`config.mk`:
```
export PLATFORM = sky130hd
export DESIGN_NAME = shift_ctrl
export DESIGN_NICKNAME = d
export VERILOG_FILES = /design/src/rtl/shift_ctrl.sv
export SDC_FILE = /design/constraint.sdc
export NUM_CORES = 1
export LEC_CHECK = 0
export CAP_MARGIN = 20
export CELL_PAD_IN_SITES_DETAIL_PLACEMENT = 1
export CELL_PAD_IN_SITES_GLOBAL_PLACEMENT = 1
export CORE_UTILIZATION = 23
export DETAILED_ROUTE_END_ITERATION = 16
export GPL_ROUTABILITY_DRIVEN = 0
export PLACE_DENSITY_LB_ADDON = 0.12
export SYNTH_ARGS = -nofsm -noshare
export SYNTH_HDL_FRONTEND = slang
export SYNTH_SLANG_ARGS = --single-unit
```
`constraint.sdc`:
```
create_clock -name clk -period 1.7 [get_ports clk]
set_input_delay 0.425 -clock clk [delete_from_list [all_inputs] [get_ports clk]]
set_output_delay 0.425 -clock clk [all_outputs]
set_load 0.05 [all_outputs]
```
`src/rtl/shift_ctrl.sv`:
```
// shift_ctrl: sequences one load strobe followed by N shift-enable strobes
// (N = 0..WIDTH, captured at start) for a downstream shift register.
// Shift enables can be stalled with pause, and abort cancels the operation.
// Completion is flagged with a one-cycle done pulse.
module shift_ctrl #(
  parameter int WIDTH = 16,
  parameter int CNT_W = 5
) (
  input  logic             clk,
  input  logic             rst,      // asynchronous, active low
  input  logic             start,
  input  logic [CNT_W-1:0] shAmt,
  input  logic             pause,
  input  logic             abort,
  output logic             ld,
  output logic             shEn,
  output logic             busy,
  output logic             done,
  output logic [CNT_W-1:0] shCount
);

  typedef enum logic [1:0] {
    S_IDLE  = 2'd0,
    S_LOAD  = 2'd1,
    S_SHIFT = 2'd2,
    S_DONE  = 2'd3
  } state_t;

  localparam logic [CNT_W-1:0] C_WIDTH = CNT_W'(WIDTH);
  localparam logic [CNT_W-1:0] C_ONE   = CNT_W'(1);

  state_t           r_state;
  state_t           w_state_next;
  logic [CNT_W-1:0] r_amt;
  logic [CNT_W-1:0] r_count;
  logic [CNT_W-1:0] w_amt_sat;
  logic             w_last;

  // Requests beyond the register width saturate to a full-width shift.
  assign w_amt_sat = (shAmt > C_WIDTH) ? C_WIDTH : shAmt;
  // The strobe issued while the count equals amt-1 is the final one.
  assign w_last    = (r_count == (r_amt - C_ONE));
  assign shCount   = r_count;

  // Next-state and strobe decode; shEn is the only output that is not
  // purely a function of state.
  always_comb begin
    w_state_next = r_state;
    ld           = 1'b0;
    shEn         = 1'b0;
    busy         = 1'b1;
    done         = 1'b0;
    case (r_state)
      S_IDLE: begin
        busy = 1'b0;
        if (start) w_state_next = S_LOAD;
      end
      S_LOAD: begin
        ld = 1'b1;
        if (abort)              w_state_next = S_IDLE;
        else if (r_amt == '0)   w_state_next = S_DONE;
        else                    w_state_next = S_SHIFT;
      end
      S_SHIFT: begin
        shEn = ~pause & ~abort;
        if (abort)               w_state_next = S_IDLE;
        else if (!pause && w_last) w_state_next = S_DONE;
      end
      S_DONE: begin
        done         = 1'b1;
        w_state_next = S_IDLE;
      end
      default: begin
        busy         = 1'b0;
        w_state_next = S_IDLE;
      end
    endcase
  end

  // State register.
  always_ff @(posedge clk or negedge rst) begin
    if (!rst) r_state <= S_IDLE;
    else      r_state <= w_state_next;
  end

  // Capture the saturated shift amount when a start is accepted.
  always_ff @(posedge clk or negedge rst) begin
    if (!rst)                          r_amt <= '0;
    else if (r_state == S_IDLE && start) r_amt <= w_amt_sat;
  end

  // Count issued shift enables; cleared by LOAD and held otherwise so the
  // last operation's count stays visible until the next one starts.
  always_ff @(posedge clk or negedge rst) begin
    if (!rst)                  r_count <= '0;
    else if (r_state == S_LOAD) r_count <= '0;
    else if (shEn)             r_count <= r_count + C_ONE;
  end

endmodule

```
==> Yosys cells after proc, flatten, opt, wreduce, memory -nomap -nowiden <==
Cells that the tools add are included.
{ "totals": {"regBits": 12, "inputBits": 10, "output_inout_bits": 9, "word_cells": 35} }
{ "classes": {"add_sub_neg": 2, "magnitude_cmp": 1, "eq_ne": 6, "muxes": 13, "bitwise": 3, "n_reduce_logical": 7} }
{ "ops": {"columns": ["op", "n"], "rows": [
  ["5-bit two-way mux", 3],
  ["2-bit two-way mux", 4],
  ["2-bit one-hot mux with 4 select lines", 1],
  ["5-bit by 1-bit adder with 5-bit output, second input constant", 1],
  ["5-bit equality test", 1],
  ["5-bit > comparator, second input constant", 1],
  ["5-bit logical NOT", 1],
  ["1-bit two-way mux", 5],
  ["5-bit by 1-bit subtractor with 5-bit output, second input constant", 1],
  ["2-bit equality test, second input constant", 2],
  ["3-bit inequality test, second input constant", 1],
  ["2-bit by 1-bit equality test with 1-bit output, second input constant", 1],
  ["1-bit logical AND", 2],
  ["2-bit logical NOT", 1],
  ["2-bit inequality test, second input constant", 1],
  ["1-bit inverter", 2],
  ["2-bit AND reduction", 1],
  ["2-bit nonzero test", 1],
  ["1-bit AND", 1],
  ["1-bit logical NOT", 1]
]} }

==> Longest topological paths before layout <==
Gate-level depths: netlist (run 1).
{ "depth": {"depth_word": 6, "depth_mapped": 6, "depth_no_buf": 6} }

==> Worst setup path after synthesis (run 1) <==
Ideal clock, no wire load.
{ "synth_path": {"path_kind": "input -> register", "from": "input port abort", "to": "register r_count[3], in the netlist shCount[3]", "setup_ps": 73, "arrival_time_ps": 1683, "t_required_ps": 1627, "slack_ps": -55, "path_stages": 4, "n_path_buf": 0, "path_cell_list": "nor4b_4 nand4_1 xor2_1 nor2_1"} }
{ "synth_via": {"elab_chain_cells": 4} }
{ "synth_lines": {"columns": ["element", "line", "rtl"], "rows": [
  ["start, declared", "14", "input logic abort,"],
  ["1-bit inverter", "65", "shEn = ~pause & ~abort;"],
  ["1-bit AND", "65", null],
  ["1-bit two-way mux", "53", "case (r_state)"],
  ["2-bit nonzero test (no line)", null, null],
  ["end signal, assigned", "97", "else if (shEn) r_count <= r_count + C_ONE;"],
  ["end, declared", "35", "logic [CNT_W-1:0] r_count;"]
]} }
No other way between the ends.
A chain may end at the register's enable or synchronous reset.

==> Final worst setup path (run 1) <==
{ "layout_path": {"from": "input port abort", "to": "output port shEn"} }
{ "layout_via": {"elab_chain_cells": 3} }
{ "layout_lines": {"columns": ["element", "line", "rtl"], "rows": [
  ["1-bit inverter", "65", null],
  ["1-bit AND", "65", null],
  ["1-bit two-way mux", "53", null],
  ["end, declared", "16", "output logic shEn,"]
]} }
No other way between the ends.

==> flow_summary.yaml, run 1 <==
status:
  outcome: "finished clean"
floorplan:
  die_x_um: 55.90
  die_area_mm2: 0.003124
  core_area_mm2: 0.002758
  initial_core_util_pct: 24.23
  ios: 19
  fp.dieH_um: 55.90
  rows: 19
routing:
  drc: 0
  drt_wl_total_mm: 1.587
  detail_route.first_pass.iterations: 2
  drt_iter0_drc: 7
  wl_per_cell_um: 12.11
  vias_per_cell: 4.397
  vias: 576
  ant_nets: 0
global_routing:
  grtUsageMet1_pct: 15.94
  grt_pass1_wl_mm: 2.773
  grt_use_total_pct: 11.73
  grt-ovfl-total: 0
  gr-usage-met3_pct: 2.558
  grt_max_degree: 13
  grt_busiest_layer: "met2"
  grt_pass1_vias: 588
  antenna_found_initial: 0
  grtUsageMet2_pct: 17.38
clock_network:
  cts_max_level: 1
  tritoncts: "yes"
  clk_pin_slew_ps: 80
  cts_sinks: 12
  cts_buffers: 3
  clockBufferDepth: 2
  clock_latency_ps: 270
  cts_root_buf: "clkbuf_4"
timing:
  relSlewSlack_pct: 80.09
  worstMarginPinSlew_ps: 297.8
  max_freq_mhz: 596.9
  setup_viol: 0
  hold_violations: 0
  skew_ps: 0.1350
  min_period_ps: 1675
  rsz0062_at_grt: "yes"
  fin_ws_ps: 24.72
  finalCritPeriodShare_pct: 98.55
  slew_viol_final: 0
  final.setup.tns_ps: 0
critical_path:
  slowest_delay_ps: 260
  start_kind: "input port"
  cp.arrival_ps: 1250
  path_cells: "dlygate4sd2_1 > nor4b_4 > buf_4 > buf_12"
  crit_family: "buffers and inverters"
  worstPathMaxFanout: 2
  cp_slowest_cell: "dlygate4sd2_1"
  endpoint_kind: "output port"
  worstSetupPathType: "input port to output port"
  cp.buffers_inverters: 3
  required_ps: 1270
placed_design:
  pre_cts_ws_ps: -239.1
  place_area_mm2: 0.001045
  hpwl_mm: 1.219
  io_buffers: 18
cells_and_area:
  fillers: 316
  most-common-layout-cells: "buf_4 (10), dfrtp_1 (10), buf_12 (9)"
  nets: 113
  areaGrowthSynthToFinish_pct: 64.23
  final_area_mm2: 0.001097
  fin_util_pct: 39.79
  num_antenna_cells: 0
  drive_gt1_share_pct: 28.00
logic_synthesis:
  synthesis.area_um2: 668.1
  syn_avg_cell_area_um2: 9.826
  synth-seq-cells: 12
  synthCells: 68
  synth_nets: 80
  ys_seq_area_share_pct: 44.94
  yosysTopAreaCell: "dfrtp_1"
  yosys-top-cells-area: "dfrtp_1 (45%), xnor2_1 (7.9%), xor2_1 (7.9%)"
  yosysWarnings: 0
  netlist.area_leader.share_pct: 44.94
  synth_cell_types: 21
pwr:
  ir_drop_v: 0.0009490
  leakage_nw: 0.4882
  power.density_mw_per_mm2: 1570
job:
  drv_cap: 0
hold_path:
  hold_path_class: "input port to async pin"
## flip-flops by register name, indices dropped and copies added (netlist names)
| name | flops |
|---|---|
| r_amt | 5 |
| shCount | 5 |
| r_state | 2 |
## stage by stage
stage	instances	power, mW	hold WS [ps]
after floorplan	68	1.036	129.4
after global placement	126	1.473	525.3
after detailed placement	126	1.488	528.7
after CTS	131	1.747	452.8
after global routing	131	1.856	452.6
final	131	1.722	451.5
## layout make-up
class	count	area, µm²	area share (%)
tap	31	38.79	3.535
sequential	12	302.8	27.59
inverter	5	21.27	1.938
multi-input combinational	51	354.1	32.27
timing repair buffer	28	344.1	31.36
clock buffer	4	36.28	3.307
## timing repair
action,CTS,global route
hold buffers,0,0
setup buffers,1,0
gates resized for setup,4,3
endpoints found under the hold margin,0,0
pin swaps,1,2
setup endpoints to repair,2,3
## synth_stat cells
master / count
nand4_1: 2
nand2_1: 7
and2_1: 1
nor3_1: 2
xnor2_1: 6
a2111oi_1: 1
mux2i_1: 1
mux2_1: 1
a41oi_1: 1
dfrtp_1: 12
xor2_1: 6
a21oi_1: 1
o21ai_1: 4
ha_1: 2
nand2b_1: 5
nor3b_1: 1
inv_2: 1
a31oi_1: 1
nor2_1: 8
nor4b_4: 1
inv_1: 4
## path summary, 6_finish.rpt
kind | slack (ps) | cells past startpoint | to | start
worst max-delay path | 20 | 4 | shEn | abort
worst min-delay path | 450 | 2 | r_state[1] | rst
worst max register to register | 140 | 7 | r_state[0] | r_amt[1]
worst min register to register | 530 | 1 | r_state[0] | r_state[1]
max in group asynchronous | 1080 | 2 | r_state[0] | rst
min in group clk | 530 | 1 | r_state[0] | r_state[1]
## power by group
part | internal, mW | total [mW] | switching (mW)
clock network | 0.130 | 0.228 | 0.0982
registers | 0.376 | 0.483 | 0.107
logic | 0.518 | 1.01 | 0.493
## layer usage
layer | part of all wire, % | up-vias | wire [µm]
met4 | 1.4 | 0 | 22
li1 | - | 291 | -
met1 | 47 | 273 | 741
met5 | 0 | - | 0
met2 | 48 | 10 | 756
met3 | 4.2 | 2 | 67
## cell families (layout without fill, tap and decap cells)
logic type      after synthesis  in the layout  share of synthesized area, %
simple gates                 27             27                         22.10
flops                        12             12                         44.94
xor+xnor                     12             12                         15.73
compound gates                8              8                         7.491
mux                           2              2                         3.183
fa+ha+maj                     2              2                         3.745
buf+inv                       5             37                         2.808
Power figures use the tool's default switching activity.
==> run 2: changes to the inputs <==
PLACE_DENSITY = 0.58   (was not set)
PLACE_DENSITY_LB_ADDON = not set   (was 0.12)
==> run 2 against run 1 <==
  * Register-to-register slack lost 120 ps
  * Via count up 1.6%
  * Combinational power increased by 17%
  * First-iteration DRC count is 29% lower
  * Core utilization up 1.6 points
  * Critical path type unchanged
  * Clock skew increased by 2.0 ps
  * Routed wire length rose by 6.2%
  * Maximum frequency about the same
  * Clock power fell by 23%
  * Highest routed layer unchanged
  * Cell area up 4.0%
  * Die area unchanged
==> flow_summary.yaml, run 2 (synthesized netlist as in run 1, its figures left out) <==
routing:
  drc: 0
  detail_route.first_pass.iterations: 4
  drt_wl_total_mm: 1.686
  drt_iter0_drc: 5
  vias: 585
  ant_nets: 0
  vias_per_cell: 4.432
  wl_per_cell_um: 12.77
global_routing:
  grt_max_degree: 9
  grt_use_total_pct: 12.46
  grt-ovfl-total: 0
  grt_pass1_wl_mm: 3.001
  antenna_found_initial: 0
  grt_pass1_vias: 662
critical_path:
  rr_worst_depth: 7
  worstPathMaxFanout: 2
  endpoint_kind: "output port"
  reg2reg_setup_slack_ps: 20
  cp.arrival_ps: 1250
  r2r-start: "r_amt[1]"
  worstSetupPathType: "input port to output port"
  start_kind: "input port"
  regToRegEndpoint: "r_state[0]"
  required_ps: 1270
pwr:
  p_sw_share_pct: 41.95
  leakage_nw: 0.4966
  clockPowerShare_pct: 9.5
  ir_drop_v: 0.001095
  p_switching_mw: 0.7710
  pwr-share-comb_pct: 64.1
  power_mw: 1.838
  power.density_mw_per_mm2: 1610
  internal_power_mw: 1.067
  p_seq_share_pct: 26.4
clock_network:
  cts_root_buf: "clkbuf_4"
  cts_sinks: 12
  tritoncts: "yes"
  clock_latency_ps: 270
  cts_max_level: 1
  cts_buffers: 3
  clk_pin_slew_ps: 70
  cts_hold_buf: 0
  clockBufferDepth: 2
timing:
  finalCritPeriodShare_pct: 98.53
  hold_violations: 0
  max_freq_mhz: 597.0
  min_period_ps: 1675
  final.setup.tns_ps: 0
  slew_viol_final: 0
  relSlewSlack_pct: 78.37
  skew_ps: 2.184
  rsz0062_at_grt: "yes"
  worstMarginPinSlew_ps: 323.4
  setup_viol: 0
  worst_hold_slack_ps: 411.0
floorplan:
  rows: 19
  die_area_mm2: 0.003124
  fp.dieH_um: 55.90
  core_area_mm2: 0.002758
  die_x_um: 55.90
  ios: 19
  initial_core_util_pct: 24.23
placed_design:
  place_area_mm2: 0.001045
  hpwl_mm: 1.295
  io_buffers: 18
cells_and_area:
  most-common-layout-cells: "buf_4 (11), dfrtp_1 (10), buf_12 (9)"
  areaGrowthSynthToFinish_pct: 70.79
  final_area_mm2: 0.001141
  drive_gt1_share_pct: 35.64
  nets: 115
  num_antenna_cells: 0
  layout_commonest_cell: "buf_4"
status:
  outcome: "finished clean"
job:
  drv_cap: 0
hold_path:
  hold_path_class: "input port to async pin"
[run 2: final cells by class]
class	instances	area [µm²]
tap	31	38.79
fill	317	1617
clock buffer	3	22.52
inverter	5	18.77
multi-input combinational	51	399.1
sequential	12	302.8
timing repair buffer	30	359.1
[run 2: worst max-delay path, cell delays in order]
cell and delay (ps):
clkdlybuf4s15_1 220, nor4b_4 300, buf_4 180, buf_12 130
[run 2: how the worst max path moves through the flow]
stage | depth (start not counted) | end | from
global route | 7 | r_state[0] | r_amt[1]
CTS | 3 | shEn | r_state[0]
detailed placement | 4 | shEn | abort
global placement | 4 | shEn | abort
floorplan | 4 | shCount[3] | abort
finish | 4 | shEn | abort
[run 2: timing repair]
action	4_1_cts	5_1_grt
resized for setup	6	10
buffers inserted	2	1
pin swaps	2	6
endpoints found under the setup margin	2	4
gates cloned	0	0
[run 2: power by group through the flow]
stage	logic [mW]	registers, mW	clock network (mW)
final	1.18	0.485	0.175
after global routing	1.28	0.504	0.191
after CTS	1.06	0.482	0.184
after detailed placement	1.01	0.486	0
after global placement	0.984	0.484	0
after floorplan	0.543	0.493	0
[run 2: stage by stage]
stage	instances	setup WS [ps]	util [%]
finish	132	24.95	41.38
global route	132	-35.48	41.38
CTS	131	-20.58	39.61
detailed placement	126	-246.8	37.89
global placement	126	-251.6	37.89
floorplan	68	-55.34	-
[run 2: routing by layer]
metal | share of wire [%] | vias up | track usage, %
li1 | - | 292 | -
met1 | 48 | 273 | 16.79
met2 | 46 | 16 | 19.10
met3 | 4.3 | 4 | 3.023
met4 | 1.9 | 0 | 5.226
met5 | 0 | - | 0
